===== config.mk =====
export PLATFORM = sky130hd
export DESIGN_NAME = mcycle_unit
export DESIGN_NICKNAME = d
export VERILOG_FILES = /design/src/rtl/mcycle_unit.sv
export SDC_FILE = /design/constraint.sdc
export NUM_CORES = 1
export LEC_CHECK = 0
export ABC_AREA = 1
export CAP_MARGIN = 20
export CELL_PAD_IN_SITES_DETAIL_PLACEMENT = 0
export CELL_PAD_IN_SITES_GLOBAL_PLACEMENT = 1
export CORE_ASPECT_RATIO = 2
export CORE_UTILIZATION = 39
export CTS_CLUSTER_DIAMETER = 60
export DETAILED_ROUTE_END_ITERATION = 10
export PLACE_DENSITY = 0.82
export SLEW_MARGIN = 15
export SYNTH_ARGS = -nofsm -noshare
export SYNTH_HDL_FRONTEND = slang
export SYNTH_SLANG_ARGS = --single-unit

===== constraint.sdc =====
create_clock -name CLK -period 3.5 [get_ports CLK]
set_input_delay 0.525 -clock CLK [delete_from_list [all_inputs] [get_ports CLK]]
set_output_delay 0.525 -clock CLK [all_outputs]
set_load 0.05 [all_outputs]

===== src/rtl/mcycle_unit.sv =====
// Iterative multiply/divide unit for the execute stage: one shift-add or
// restoring shift-subtract step per cycle on magnitudes, signs fixed up on the last step.
module mcycle_unit #(
  parameter int WIDTH = 32
) (
  input  logic             CLK,
  input  logic             RESET,
  input  logic             Start,
  input  logic [1:0]       MCycleOp,
  input  logic [WIDTH-1:0] Operand1,
  input  logic [WIDTH-1:0] Operand2,
  output logic [WIDTH-1:0] Result1,
  output logic [WIDTH-1:0] Result2,
  output logic             Busy
);

  localparam int CW = (WIDTH > 1) ? $clog2(WIDTH) : 1;

  typedef enum logic [1:0] {IDLE, COMPUTING, DONE} state_e;

  state_e             state_q, state_d;
  logic [CW-1:0]      count_q, count_d;
  logic               is_div_q, is_div_d;
  logic               neg_res_q, neg_res_d;
  logic               neg_rem_q, neg_rem_d;
  logic               div0_q, div0_d;
  logic [WIDTH-1:0]   opnd_q, opnd_d;
  logic [WIDTH-1:0]   orig1_q, orig1_d;
  logic [WIDTH-1:0]   result1_q, result1_d;
  logic [WIDTH-1:0]   result2_q, result2_d;
  logic [2*WIDTH-1:0] acc_q, acc_d;

  logic               busy_c;
  logic               neg1, neg2;
  logic [WIDTH-1:0]   mag1, mag2;
  logic [WIDTH:0]     mul_sum, div_rem;
  logic [WIDTH-1:0]   div_diff;
  logic               div_ge;
  logic [2*WIDTH-1:0] acc_step, prod;
  logic [WIDTH-1:0]   quo, rem;

  // Operand magnitudes; unsigned ops (MCycleOp[0]=1) never negate
  always_comb begin
    neg1 = ~MCycleOp[0] & Operand1[WIDTH-1];
    neg2 = ~MCycleOp[0] & Operand2[WIDTH-1];
    mag1 = neg1 ? -Operand1 : Operand1;
    mag2 = neg2 ? -Operand2 : Operand2;
  end

  // One iteration. Divide keeps remainder in the upper half and shifts
  // quotient bits into the lower half as the dividend shifts out.
  always_comb begin
    mul_sum  = {1'b0, acc_q[2*WIDTH-1:WIDTH]} + {1'b0, opnd_q};
    div_rem  = {acc_q[2*WIDTH-1:WIDTH], acc_q[WIDTH-1]};
    div_ge   = div_rem >= {1'b0, opnd_q};
    div_diff = div_rem[WIDTH-1:0] - opnd_q;
    if (is_div_q)
      acc_step = div_ge ? {div_diff, acc_q[WIDTH-2:0], 1'b1}
                        : {div_rem[WIDTH-1:0], acc_q[WIDTH-2:0], 1'b0};
    else
      acc_step = acc_q[0] ? {mul_sum, acc_q[WIDTH-1:1]}
                          : {1'b0, acc_q[2*WIDTH-1:1]};
    prod = neg_res_q ? -acc_step : acc_step;
    quo  = neg_res_q ? -acc_step[WIDTH-1:0] : acc_step[WIDTH-1:0];
    rem  = neg_rem_q ? -acc_step[2*WIDTH-1:WIDTH] : acc_step[2*WIDTH-1:WIDTH];
  end

  always_comb begin
    state_d   = state_q;
    count_d   = count_q;
    is_div_d  = is_div_q;
    neg_res_d = neg_res_q;
    neg_rem_d = neg_rem_q;
    div0_d    = div0_q;
    opnd_d    = opnd_q;
    orig1_d   = orig1_q;
    acc_d     = acc_q;
    result1_d = result1_q;
    result2_d = result2_q;
    busy_c    = 1'b0;
    case (state_q)
      IDLE: if (Start) begin
        busy_c    = 1'b1;
        state_d   = COMPUTING;
        count_d   = '0;
        is_div_d  = MCycleOp[1];
        neg_res_d = neg1 ^ neg2;
        neg_rem_d = neg1;
        div0_d    = (Operand2 == '0);
        orig1_d   = Operand1;
        acc_d     = {{WIDTH{1'b0}}, (MCycleOp[1] ? mag1 : mag2)};
        opnd_d    = MCycleOp[1] ? mag2 : mag1;
      end
      COMPUTING: begin
        busy_c  = 1'b1;
        acc_d   = acc_step;
        count_d = count_q + CW'(1);
        if (count_q == CW'(WIDTH-1)) begin
          state_d = DONE;
          if (!is_div_q) begin
            result1_d = prod[WIDTH-1:0];
            result2_d = prod[2*WIDTH-1:WIDTH];
          end else if (div0_q) begin
            result1_d = '1;
            result2_d = orig1_q;
          end else begin
            result1_d = quo;
            result2_d = rem;
          end
        end
      end
      DONE:    state_d = IDLE;
      default: state_d = IDLE;
    endcase
  end

  always_ff @(posedge CLK or negedge RESET) begin
    if (!RESET) begin
      state_q   <= IDLE;
      count_q   <= '0;
      is_div_q  <= 1'b0;
      neg_res_q <= 1'b0;
      neg_rem_q <= 1'b0;
      div0_q    <= 1'b0;
      opnd_q    <= '0;
      orig1_q   <= '0;
      acc_q     <= '0;
      result1_q <= '0;
      result2_q <= '0;
    end else begin
      state_q   <= state_d;
      count_q   <= count_d;
      is_div_q  <= is_div_d;
      neg_res_q <= neg_res_d;
      neg_rem_q <= neg_rem_d;
      div0_q    <= div0_d;
      opnd_q    <= opnd_d;
      orig1_q   <= orig1_d;
      acc_q     <= acc_d;
      result1_q <= result1_d;
      result2_q <= result2_d;
    end
  end

  // Start is combinational into Busy, so mask it while reset is held
  assign Busy    = RESET & busy_c;
  assign Result1 = result1_q;
  assign Result2 = result2_q;

endmodule


# Yosys cells after proc, flatten, opt, wreduce, memory -nomap -nowiden
# Cells that the tools add are included.
# classes
n_addsub,8
reduce_logical,7
n_bitwise,5
n_lt_le_gt_ge,1
n_eq_ne,4
muxes,23
# ops
op,count
32-bit two-way mux,10
64-bit two-way mux,5
32-bit negation,4
64-bit case mux with 2 select lines,1
64-bit negation,1
32-bit by 32-bit adder with 33-bit output,1
33-bit by 32-bit >= comparator with 1-bit output,1
32-bit zero test,1
32-bit subtractor,1
5-bit case mux with 2 select lines,1
2-bit AND reduction,4
5-bit by 1-bit adder with 5-bit output (second input constant),1
5-bit equality test (second input constant),1
5-bit two-way mux,1
2-bit two-way mux,2
2-bit inequality test (second input constant),2
2-bit case mux with 2 select lines,1
1-bit bitwise AND,3
2-bit by 1-bit equality test with 1-bit output (second input constant),1
2-bit zero test,1
1-bit case mux with 2 select lines,1
2-bit nonzero test,1
1-bit two-way mux,1
1-bit inverter,1
1-bit XOR,1
# totals
reg_bits,203
output_inout_bits,65
input_bits,69
word_cells,59

# Longest topological paths before layout
# logic_depth
depth_word,7
depth_mapped,35
mapped_depth_nobuf,35

# Least setup slack after synthesis
# Ideal clock, no wire load.
# synth_path
path_type,reg2reg
start,register opnd_q[28]
end,"register result2_q[10], in the netlist Result2[10]"
setup_time_ns,0.118
setup_slack_ns,-0.010
path_buffers,0
synth_period_minus_slack_ns,3.510
t_required_ns,3.382
arrival_ns,3.392
stages_incl_launch_ff,31
cell_sequence,dfrtp_1 > inv_1 > ha_1 > a21oi_1 > nand2_1 > a21oi_1 > nand2_2 > nor2_4 > nand2_4 > nand2_2 > nand2_1 > inv_1 > ha_1 > nand3_1 > nor2_1 > nand2_1 > nor2_1 > inv_1 > nor2_1 > and3_1 > nand2_2 > nor2_4 > nand3_2 > nor2_1 > nand2_1 > nand2_2 > a21oi_1 > o21ai_0 > nand2_1 > nand2_1 > nand2_1
# synth_between
elab_chain_len,7
word_cells_on_any_way,9
cone_classes,2 x add/sub; 1 x order compare; 6 x mux
# synth_lines
item,line,text
start: declaration,27,"logic [WIDTH-1:0] opnd_q, opnd_d;"
start signal: assignment,137,opnd_q <= opnd_d;
33-bit by 32-bit >= comparator with 1-bit output (*),55,"div_ge = div_rem >= {1'b0, opnd_q};"
64-bit two-way mux (*),58,"acc_step = div_ge ? {div_diff, acc_q[WIDTH-2:0], 1'b1}"
64-bit two-way mux (*),57,if (is_div_q)
32-bit negation,65,rem = neg_rem_q ? -acc_step[2*WIDTH-1:WIDTH] : acc_step[2*WIDTH-1:WIDTH];
32-bit two-way mux,65,
32-bit two-way mux,103,end else if (div0_q) begin
32-bit two-way mux (*),100,if (!is_div_q) begin
end signal: assignment,141,result2_q <= result2_d;
end: declaration,30,"logic [WIDTH-1:0] result2_q, result2_d;"
# Mark *: on every way between the ends. The rest lies on a longest branch, timed or not.
# A chain may end at the register's enable or synchronous reset.

# Worst setup path in the final report
# layout_path
start,register opnd_q[2]
end,"register result2_q[16], in the netlist Result2[16]"
# layout_between
elab_chain_len,7
word_cells_on_any_way,12
cone_classes,4 x add/sub; 1 x order compare; 7 x mux
# layout_lines
item,line,text
32-bit by 32-bit adder with 33-bit output (tied with other cells),53,"mul_sum = {1'b0, acc_q[2*WIDTH-1:WIDTH]} + {1'b0, opnd_q};"
"64-bit two-way mux, on equally long branches","61, 58",
64-bit two-way mux (*),57,
32-bit negation,65,
32-bit two-way mux,65,
32-bit two-way mux,103,
32-bit two-way mux (*),100,
# Marks and branches as above.

==> impl_metrics.csv <==
group,metric,value,unit
synth,synth_edf_count,0,
placed_design,dp_hpwl,81800,um
outcome,violations,"negative setup slack",
worst_hold_path,worstHoldPathType,"input port to asynchronous set/reset pin",
clocking,htreeDepth,1,
cells_and_area,layout-drive-gt1-share,25.0,%
clocking,numCtsBuffers,24,
cells_and_area,stdcell_count,4338,
critical_path,slowest_stage,"dfrtp_1",
timing,finalCritPeriodShare,110,%
timing,layout_setup_ws,-0.343,ns
timing,worst_hold_slack,0.450,ns
timing,setup_violations,32,
synth,synth_top_area_share,26.7,%
floorplanning,fp.dieH,314,um
cells_and_area,fin_area,27100,um^2
synth,avgSynthCellArea,6.21,um^2
floorplanning,rows,114,
critical_path,cp-end-kind,"register",
synth,ys_ff_latch,203,
critical_path,rr_worst_depth,34,
critical_path,rr_startpoint,"opnd_q[2]",
job,maxCapViolCount,0,
synth,syn_nets,3199,
floorplanning,start_util,39.4,%
synth,yosysSeqAreaShare,26.7,%
timing,max_freq,260,MHz
clocking,clockBufferDepth,3,
synth,syn_area,19000,um^2
critical_path,start_kind,"register",
global_routing,overflow,0,
synth,ys_types,59,
placed_design,placed_area,24700,um^2
synth,synth_top_area_cell,"dfrtp_1",
timing,period_minus_slack,3.84,ns
synth,syn_inst,3058,
critical_path,startpoint,"opnd_q[2]",
critical_path,crit_path_max_fanout,5,
placed_design,place_congestion,1.03,
placed_design,placedCellCount,4250,
timing,rsz0062_at_grt,"yes",
global_routing,grt_max_degree,78,
timing,tightest_slew,0.822,ns
critical_path,crit_top_cell,"nand2_4",
clocking,path_clk_slew,0.06,ns
drt,vias,23600,
drt,firstDrtPassIters,7,
floorplanning,fp.dieW,158,um
cells_and_area,num-fill-cells,4916,
global_routing,grt_pass1_vias,23300,
clocking,cts_sinks,203,
timing,hold_viol,0,
drt,vias_per_cell,5.44,
drt,drtAntennaViolNets,0,
critical_path,required,3.93,ns
clocking,cts_tree,"done",
floorplanning,coreArea,48200,um^2
global_routing,antenna_found_initial,4,
critical_path,crit_family,"simple AND/OR/NAND/NOR gates",
drt,drtIter0Drc,1795,
placed_design,io_buffers,133,
outcome,status,"complete, but fails checks",
global_routing,track_usage,41.7,%
critical_path,crit_end,"Result2[16]",
cells_and_area,nets,3824,
global_routing,grt_first_pass_wirelength,148000,um
clocking,root_buffer,"clkbuf_16",
floorplanning,pin_count,134,
critical_path,critPathMaxStageDelay,0.39,ns
critical_path,critical_path_arrival,4.28,ns
synth,synthArstFlopShare,100,%
drt,drc,0,
cells_and_area,area_delta_synth_final,42.4,%
clocking,clk_latency,0.56,ns
synth,synth_area_leaders,"dfrtp_1, nand2_1, inv_1",
critical_path,worstSetupPathType,"register to register",
drt,wl,103000,um
drt,wl_per_cell,23.8,um
critical_path,path_buf_inv,7,
critical_path,rr_endpoint,"Result2[16]",
timing,relSlewSlack,45.0,%
floorplanning,die-area,49700,um^2
timing,drv_slew,0,
cells_and_area,multiInputGateArea,12700,um^2
timing,final.setup_skew,0.0131,ns
critical_path,rrSetupSlack,-0.34,ns
synth,synth_flop_cell,"dfrtp_1",
synth,yosys_warnings,0,
cells_and_area,regArea,5080,um^2
critical_path,cp.depth,34,
## what timing repair did
| item | 4_1_cts | 5_1_grt |
|---|---|---|
| hold buffers | 1 | 0 |
| endpoints found under the hold margin | 43 | 0 |
| gates resized for setup | 97 | 196 |
| buffers inserted | 19 | 27 |
| endpoints found under the setup margin | 50 | 61 |
| pin swaps | 33 | 55 |
## worst min path at each step
| stage | endpoint | slack, ns | cells past startpoint |
|---|---|---|---|
| floorplan | Result1[0] | 0.23 | 0 |
| global placement | Result2[27] | 0.45 | 1 |
| detailed placement | Result2[27] | 0.45 | 1 |
| CTS | Result2[27] | 0.45 | 2 |
| global route | Result2[27] | 0.49 | 2 |
| finish | Result2[27] | 0.45 | 2 |
## cell families (layout without fill, tap and decap cells)
logic type,Yosys count,in the layout,share of synthesized area [%]
AND/OR/NAND/NOR,1579,1579,35.2
buffers and inverters,590,1231,12.4
AO/OA/AOI/OAI,509,509,16.0
flip-flops,203,203,26.7
XOR/XNOR,105,105,4.84
adder cells (fa/ha/maj),72,72,4.82
other,0,1,0
## Yosys cell counts (6+ instances only)
cell type	n
nand2_1	925
inv_1	467
nor2_1	259
nand3_1	234
dfrtp_1	203
a21oi_1	149
o21ai_0	146
xor2_1	78
ha_1	70
clkbuf_1	64
o22ai_1	64
nor3_1	36
xnor2_1	27
nand2_2	24
o21ai_1	24
nand4_1	21
o221ai_1	20
a2bb2oi_1	19
nor2_2	19
buf_4	14
a22oi_1	12
o211ai_1	12
or2_2	11
buf_1	10
buf_2	10
inv_2	10
nand3b_1	10
nor4_1	10
o21bai_1	10
buf_6	9
nor2_4	9
o21a_1	8
a221o_1	7
o21ai_2	6
## metal layers
layer	share of wire, %	GRT usage (%)	up-vias
met1	33	40.6	11000
met4	12	39.7	6
met3	6.7	8.29	419
met2	49	72.3	1055
li1	-	-	11100
met5	0.037	0	-
## metrics by stage
stage               utilization (%)  worst slack [ns]  setup TNS (ns)
finish                         56.1            -0.343           -6.66
global route                   56.1            -0.543          -12.41
CTS                            54.2            -0.370           -7.54
detailed placement             51.3            -0.948          -28.43
global placement               51.3            -0.935          -28.38
floorplan                         -          0.000332               0
## area by class of cell
cell class | count | share of cell area [%]
diodes | 1 | 0.00925
clock buffers | 32 | 2.52
clock inverters | 10 | 0.615
inverters | 482 | 6.70
multi-input cells | 2265 | 47.0
flip-flops and latches | 203 | 18.8
well taps | 638 | 2.95
repair buffers | 707 | 21.4
## state kept, by name, summed over array words and instances, names as in the netlist, 2 cells and up
| name | count |
|---|---|
| acc_q | 64 |
| Result1 | 32 |
| Result2 | 32 |
| orig1_q | 32 |
| count_q | 5 |
| state_q | 2 |
| opnd_q | 32 |
## cells in the final DEF (no fill, tap or decap), types with 7 or more instances in the layout
master	Yosys	layout
xnor2_1	27	27
o21ai_1	24	32
dfrtp_1	203	201
o21ai_0	146	136
nor4_1	10	10
nand3_2	4	20
buf_6	9	14
nand2_4	5	25
a2bb2oi_1	19	19
nand4_1	21	21
a21oi_1	149	138
nand2_2	24	76
clkbuf_16	0	25
o21bai_1	10	10
ha_1	70	39
o211ai_1	12	12
buf_12	0	7
xor2_1	78	78
clkdlybuf4s50_1	0	130
o221ai_1	20	19
o22ai_1	64	63
o21a_1	8	8
buf_4	14	552
inv_1	467	439
nand3b_1	10	10
a21oi_2	1	11
nor3_1	36	32
a221o_1	7	7
or2_2	11	11
a22oi_1	12	12
ha_4	0	27
nor2_2	19	39
nand2_1	925	852
nand3_1	234	213
nor2_4	9	31
inv_2	10	35
nor2_1	259	217
Power is not shown: default switching activity piles up to over one toggle a cycle in this logic, so the estimate is an artifact.
